### src/rtl/fifo_wr_arb_pkg.sv
`default_nettype none
// ============================================================================
//  Module      : fifo_wr_arb_pkg
//  Description : Shared constants and helpers for the FIFO write-side blocks:
//                arbiter state encodings and a constant-evaluable clog2.
//  Revision    : 1.0 - initial release
// ============================================================================
package fifo_wr_arb_pkg;

    // Arbiter state encodings
    localparam logic [0:0] c_st_idle  = 1'b0;
    localparam logic [0:0] c_st_grant = 1'b1;

    // Ceiling log2, usable in parameter/localparam expressions; clog2(1) = 0
    function automatic int clog2(input int value);
        int r;
        int v;
        r = 0;
        v = value - 1;
        while (v > 0) begin
            r = r + 1;
            v = v >> 1;
        end
        return r;
    endfunction

endpackage
`default_nettype wire

### src/rtl/fifo_wr_arb_rr_pick.sv
`default_nettype none
// ============================================================================
//  Module      : fifo_wr_arb_rr_pick
//  Description : Combinational round-robin picker. Returns the first set bit of
//                the valid vector searching upward (modulo NR) from the
//                pointer, as a one-hot vector, plus an any-valid flag.
//  Revision    : 1.0 - initial release
// ============================================================================
module fifo_wr_arb_rr_pick
    import fifo_wr_arb_pkg::*;
#(
    parameter int NR = 4,
    parameter int PW = (clog2(NR) < 1) ? 1 : clog2(NR)
) (
    input  logic [NR-1:0] i_valid,
    input  logic [PW-1:0] i_ptr,
    output logic [NR-1:0] o_pick,
    output logic          o_any
);

    int   w_idx;
    logic w_found;

    // Walk the requesters starting at the pointer and keep the first valid one
    always_comb begin
        o_pick  = '0;
        w_found = 1'b0;
        w_idx   = 0;
        for (int k = 0; k < NR; k++) begin
            w_idx = (int'(i_ptr) + k) % NR;
            if (!w_found && i_valid[w_idx[PW-1:0]]) begin
                o_pick[w_idx[PW-1:0]] = 1'b1;
                w_found               = 1'b1;
            end
        end
    end

    assign o_any = |i_valid;

endmodule
`default_nettype wire

### src/rtl/fifo_wr_arb.sv
`default_nettype none
// ============================================================================
//  Module      : fifo_wr_arb
//  Description : Round-robin arbiter sharing the single write port of the
//                dual-clock FIFO between NR valid/ready producers. A granted
//                producer keeps the port for up to BURST accepted beats or
//                until it drops valid; every release passes through one idle
//                cycle before the next grant.
//  Revision    : 1.0 - initial release
// ============================================================================
module fifo_wr_arb
    import fifo_wr_arb_pkg::*;
#(
    parameter int NR    = 4,
    parameter int DW    = 16,
    parameter int BURST = 4
) (
    input  logic             in_clk,
    input  logic             in_rst,
    input  logic             in_clk_en,
    input  logic [NR-1:0]    req_valid,
    input  logic [NR*DW-1:0] req_data,
    output logic [NR-1:0]    req_ready,
    input  logic             fifo_full,
    output logic             fifo_wr_en,
    output logic [DW-1:0]    fifo_in,
    output logic [NR-1:0]    grant,
    output logic             busy
);

    localparam int c_pw = (clog2(NR) < 1) ? 1 : clog2(NR);
    localparam int c_cw = clog2(BURST) + 1;
    localparam logic [c_cw-1:0] c_burst = c_cw'(BURST);
    localparam logic [c_cw-1:0] c_cnt_one = c_cw'(1);
    localparam logic [c_pw-1:0] c_last_idx = c_pw'(NR - 1);

    logic [0:0]      r_state;
    logic [NR-1:0]   r_grant;
    logic [c_cw-1:0] r_cnt;
    logic [c_pw-1:0] r_ptr;

    logic [0:0]      w_state_nxt;
    logic [NR-1:0]   w_grant_nxt;
    logic [c_cw-1:0] w_cnt_nxt;
    logic [c_pw-1:0] w_ptr_nxt;

    logic [NR-1:0]   w_pick;
    logic            w_any;
    logic [c_pw-1:0] w_gidx;
    logic [DW-1:0]   w_gdata;
    logic            w_gvalid;
    logic            w_accept;
    logic            w_last_beat;

    fifo_wr_arb_rr_pick #(
        .NR (NR),
        .PW (c_pw)
    ) u_rr_pick (
        .i_valid (req_valid),
        .i_ptr   (r_ptr),
        .o_pick  (w_pick),
        .o_any   (w_any)
    );

    // Decode the one-hot grant into an index and mux out that producer's data
    always_comb begin
        w_gidx  = '0;
        w_gdata = '0;
        for (int i = 0; i < NR; i++) begin
            if (r_grant[i]) begin
                w_gidx  = i[c_pw-1:0];
                w_gdata = req_data[i*DW +: DW];
            end
        end
    end

    assign w_gvalid    = |(req_valid & r_grant);
    assign w_accept    = (r_state == c_st_grant) & w_gvalid & ~fifo_full & in_clk_en;
    assign w_last_beat = ((r_cnt + c_cnt_one) == c_burst);

    // State register: everything freezes while the clock enable is low
    always_ff @(posedge in_clk or posedge in_rst) begin
        if (in_rst) begin
            r_state <= c_st_idle;
            r_grant <= '0;
            r_cnt   <= '0;
            r_ptr   <= '0;
        end else if (in_clk_en) begin
            r_state <= w_state_nxt;
            r_grant <= w_grant_nxt;
            r_cnt   <= w_cnt_nxt;
            r_ptr   <= w_ptr_nxt;
        end
    end

    // Next state: arbitrate in IDLE, count beats and detect release in GRANT
    always_comb begin
        w_state_nxt = r_state;
        w_grant_nxt = r_grant;
        w_cnt_nxt   = r_cnt;
        w_ptr_nxt   = r_ptr;
        case (r_state)
            c_st_idle: begin
                w_cnt_nxt = '0;
                if (w_any) begin
                    w_state_nxt = c_st_grant;
                    w_grant_nxt = w_pick;
                end else begin
                    w_grant_nxt = '0;
                end
            end
            c_st_grant: begin
                if (w_accept) begin
                    w_cnt_nxt = r_cnt + c_cnt_one;
                end
                // Burst exhausted or producer went away; fifo_full never releases
                if ((w_accept && w_last_beat) || !w_gvalid) begin
                    w_state_nxt = c_st_idle;
                    w_grant_nxt = '0;
                    w_ptr_nxt   = (w_gidx == c_last_idx) ? '0 : (w_gidx + 1'b1);
                end
            end
            default: begin
                w_state_nxt = c_st_idle;
                w_grant_nxt = '0;
            end
        endcase
    end

    // Outputs: ready/write gated combinationally by full and clock enable
    always_comb begin
        req_ready  = '0;
        if ((r_state == c_st_grant) && !fifo_full && in_clk_en) begin
            req_ready = r_grant;
        end
        fifo_wr_en = w_accept;
        fifo_in    = w_gdata;
        grant      = r_grant;
        busy       = (r_state == c_st_grant);
    end

endmodule
`default_nettype wire

### config.mk
export PLATFORM = sky130hd
export DESIGN_NAME = fifo_wr_arb
export DESIGN_NICKNAME = d
export VERILOG_FILES = /design/src/rtl/fifo_wr_arb_pkg.sv /design/src/rtl/fifo_wr_arb_rr_pick.sv /design/src/rtl/fifo_wr_arb.sv
export SDC_FILE = /design/constraint.sdc
export NUM_CORES = 1
export LEC_CHECK = 0
export BUFFER_PORTS_ARGS = -buffer_cell sky130_fd_sc_hd__buf_2
export CAP_MARGIN = 15
export CORE_UTILIZATION = 46
export CTS_BUF_LIST = sky130_fd_sc_hd__clkbuf_16
export CTS_CLUSTER_DIAMETER = 100
export DETAILED_ROUTE_END_ITERATION = 12
export GPL_TIMING_DRIVEN = 0
export PLACE_DENSITY = 0.95
export SETUP_SLACK_MARGIN = 0.15
export SLEW_MARGIN = 20
export SYNTH_ARGS = -nofsm -noshare
export SYNTH_HDL_FRONTEND = slang
export SYNTH_SLANG_ARGS = --single-unit
### constraint.sdc
create_clock -name in_clk -period 3.71 [get_ports in_clk]
set_input_delay 0 -clock in_clk [delete_from_list [all_inputs] [get_ports in_clk]]
set_output_delay 0 -clock in_clk [all_outputs]
set_load 0.005 [all_outputs]
==> impl_metrics.sql <==
INSERT INTO impl_metrics (metric_group, metric, value, unit) VALUES
('placement', 'routabilityCongestion', '0.952', ''),
('floorplanning', 'die_width', '58.9', 'um'),
('global_route', 'grt_usage', '27.9', '%'),
('synth', 'synth_compound_area_share', '34.1', '%'),
('route', 'drt_pre_antenna_iters', '4', ''),
('sta', 'tightest_slew', '0.872', 'ns'),
('sta', 'post-route-period-util', '70.8', '%'),
('sta', 'worst_hold_slack', '0.196', 'ns'),
('floorplanning', 'die-area', '3470', 'um2'),
('sta', 'hold_viol_final', '0', ''),
('power', 'power.total', '1.50', 'mW'),
('synth', 'synth_simple_gate_area_share', '26.8', '%'),
('floorplanning', 'fp-row-count', '20', ''),
('sta', 'clock_skew_after_layout', '0.00317', 'ns'),
('layout', 'nets', '367', ''),
('synth', 'postSynthRegisterBits', '10', ''),
('synth', 'syn-mean-instance-area', '8.02', 'um2'),
('floorplanning', 'floorplan.core_area', '3050', 'um2'),
('route', 'drcViolationCount', '0', ''),
('sta', 'period_minus_slack', '2.63', 'ns'),
('power', 'power-per-cell-area', '715', 'nW/um2'),
('placement', 'portBuffers', '94', ''),
('route', 'ant_nets', '0', ''),
('cts', 'clk_pin_slew', '0.04', 'ns'),
('route', 'detail_route.wirelength', '4910', 'um'),
('power', 'power.static_leakage', '1.02', 'nW'),
('cts', 'cts_tree', 'built', ''),
('route', 'avgViaCountPerCell', '5.84', ''),
('synth', 'netlist_instances', '186', ''),
('layout', 'synth_to_final_area_change', '40.9', '%'),
('synth', 'synthesis.yosys.warnings', '0', ''),
('floorplanning', 'initial_core_utilization', '48.9', '%'),
('synth', 'synth_area', '1490', 'um2'),
('placement', 'place_area', '2020', 'um2'),
('synth', 'synth_adder_area_share', '7.55', '%'),
('flow_run', 'maxCapViolCount', '0', ''),
('cts', 'cts_setup_buffers', '0', ''),
('layout', 'ant_diodes', '0', ''),
('cts', 'cts.htree.levels', '1', ''),
('synth', 'asyncSetResetFlopFracSynth', '100', '%'),
('global_route', 'grt_max_degree', '11', ''),
('synth', 'synth-seq-area-share', '16.8', '%'),
('synth', 'yosys.cell_types.count', '43', ''),
('floorplanning', 'fp.dieH', '58.9', 'um'),
('cts', 'cts_root_buffer', 'sky130_fd_sc_hd__clkbuf_16', ''),
('cts', 'clock_sinks', '10', ''),
('sta', 'setup_viol', '0', ''),
('setup_path', 'crit_type', 'reg2reg', ''),
('cts', 'cts-buffers-inserted', '3', ''),
('synth', 'synth.mux.area_fraction', '6.38', '%'),
('layout', 'post-route-util', '68.9', '%'),
('setup_path', 'critPathCaptureType', 'register', ''),
('cts', 'ctsLongestPathBuffers', '2', ''),
('global_route', 'overflow', '0', ''),
('sta', 'tightest_slew_margin_relative_to_the_limit', '40.4', '%'),
('cts', 'post_cts_hold_buffer_count', '1', ''),
('status', 'run_status', 'finished clean', ''),
('setup_path', 'cp.arrival', '2.71', 'ns'),
('sta', 'grt_setup_unrepaired', 'no', ''),
('global_route', 'vias_in_the_first_global_route', '1663', ''),
('floorplanning', 'io_pins', '98', ''),
('route', 'vias', '1916', ''),
('setup_path', 'critPathLaunchType', 'register', ''),
('synth', 'synth_top_area_share', '16.8', '%'),
('route', 'routedWlPerCell', '15.0', 'um'),
('synth', 'synth_nets', '267', ''),
('placement', 'dpl.hpwl', '3810', 'um'),
('cts', 'clk_latency', '0.23', 'ns'),
('synth', 'synth_edf_count', '0', ''),
('sta', 'final-max-slew-violation-count', '0', ''),
('hold_path', 'hp_class', 'in2reg', '');
metrics by stage:
stage / instances / setup WS (ns)
global route: 328 / 0.898
detailed placement: 324 / 1.08
floorplan: 186 / 1.35
global placement: 324 / 1.12
CTS: 328 / 1.08
finish: 328 / 1.08
worst max-delay path, stage by stage, from the launching register on:
cell	delay (ns)
sky130_fd_sc_hd__dfrtp_1	0.42
sky130_fd_sc_hd__buf_6	0.16
sky130_fd_sc_hd__inv_1	0.09
sky130_fd_sc_hd__ha_1	0.37
sky130_fd_sc_hd__mux4_1	0.68
sky130_fd_sc_hd__nor2b_1	0.24
sky130_fd_sc_hd__a2111oi_4	0.32
sky130_fd_sc_hd__o221ai_1	0.18
flip-flops by register name, summed over array words and instances (netlist names):
name	count
grant	4
r_cnt	3
r_ptr	2
busy	1
path summary, 6_finish.rpt:
check                          start       end  slack [ns]  cells past startpoint
setup / recovery            r_ptr[0]  grant[2]        1.08                      7
hold / removal             in_clk_en      busy        0.20                      3
setup reg to reg            r_ptr[0]  grant[2]        1.08                      7
hold reg to reg             r_cnt[1]  r_cnt[1]        0.52                      1
max in group asynchronous     in_rst  r_ptr[1]        3.15                      3
min in group asynchronous     in_rst  grant[2]        0.29                      3
layer usage:
layer,up-vias,wire (um),track usage [%]
met5,-,0,0
met4,0,78,9.18
met3,11,362,4.18
met2,105,2340,47.1
met1,883,2130,36.3
li1,917,-,-
cells in the final DEF, fill, tap and decap left out, drive strengths merged, types with 2 or more instances in the layout:
cell / count
nor3: 3
and3: 2
ha: 9
a2111oi: 3
o2111ai: 2
a221oi: 18
and2: 3
mux2i: 2
buf: 101
o221ai: 2
clkbuf: 15
nand2b: 4
nor2b: 7
mux2: 2
a22oi: 2
a22o: 2
mux4: 2
and4: 2
nor2: 22
a211o: 4
nand4: 2
or4b: 2
nand2: 20
o31ai: 16
inv: 7
o21ai: 2
or4: 3
a21oi: 4
nand3: 3
dfrtp: 10
cell type report:
type | count | area, um2
Clock buffer | 3 | 75.1
Buffer | 19 | 100
Tap cell | 44 | 55.1
Multi-Input combinational cell | 150 | 1110
Fill cell | 260 | 951
Sequential cell | 10 | 250
Timing Repair Buffer | 95 | 480
Inverter | 7 | 26.3
synthesized netlist by cell type, types with 2 or more instances:
cell	instances
sky130_fd_sc_hd__nand2b_1	4
sky130_fd_sc_hd__and4_2	2
sky130_fd_sc_hd__a21oi_1	4
sky130_fd_sc_hd__a211o_1	2
sky130_fd_sc_hd__a221oi_1	18
sky130_fd_sc_hd__a22oi_1	2
sky130_fd_sc_hd__o21ai_0	2
sky130_fd_sc_hd__mux2_2	2
sky130_fd_sc_hd__mux4_1	2
sky130_fd_sc_hd__or4b_1	2
sky130_fd_sc_hd__mux2i_1	2
sky130_fd_sc_hd__a2111oi_4	2
sky130_fd_sc_hd__nor2b_1	7
sky130_fd_sc_hd__inv_1	7
sky130_fd_sc_hd__nand3_1	3
sky130_fd_sc_hd__a211o_2	2
sky130_fd_sc_hd__nor2_1	22
sky130_fd_sc_hd__dfrtp_1	10
sky130_fd_sc_hd__buf_6	3
sky130_fd_sc_hd__nand4_1	2
sky130_fd_sc_hd__nor3_1	3
sky130_fd_sc_hd__clkbuf_1	11
sky130_fd_sc_hd__o31ai_1	16
sky130_fd_sc_hd__o2111ai_1	2
sky130_fd_sc_hd__buf_2	4
sky130_fd_sc_hd__and2_1	3
sky130_fd_sc_hd__o221ai_1	2
sky130_fd_sc_hd__nand2_1	20
sky130_fd_sc_hd__a22o_1	2
sky130_fd_sc_hd__ha_1	9
sky130_fd_sc_hd__and3_4	2
power by group:
group          total, mW  switching, mW  leakage [nW]  internal [mW]
registers          0.199         0.0489         0.130          0.151
logic               1.12          0.611         0.850          0.510
clock network      0.183         0.0442        0.0370          0.139
cell families (layout without fill, tap and decap cells):
kind of cell | count (synthesis) | in the layout
compound gates | 59 | 59
mux | 6 | 6
simple gates | 76 | 76
fa+ha+maj | 9 | 9
buf+inv | 26 | 124
flops | 10 | 10
(Power assumes the default switching activity.)
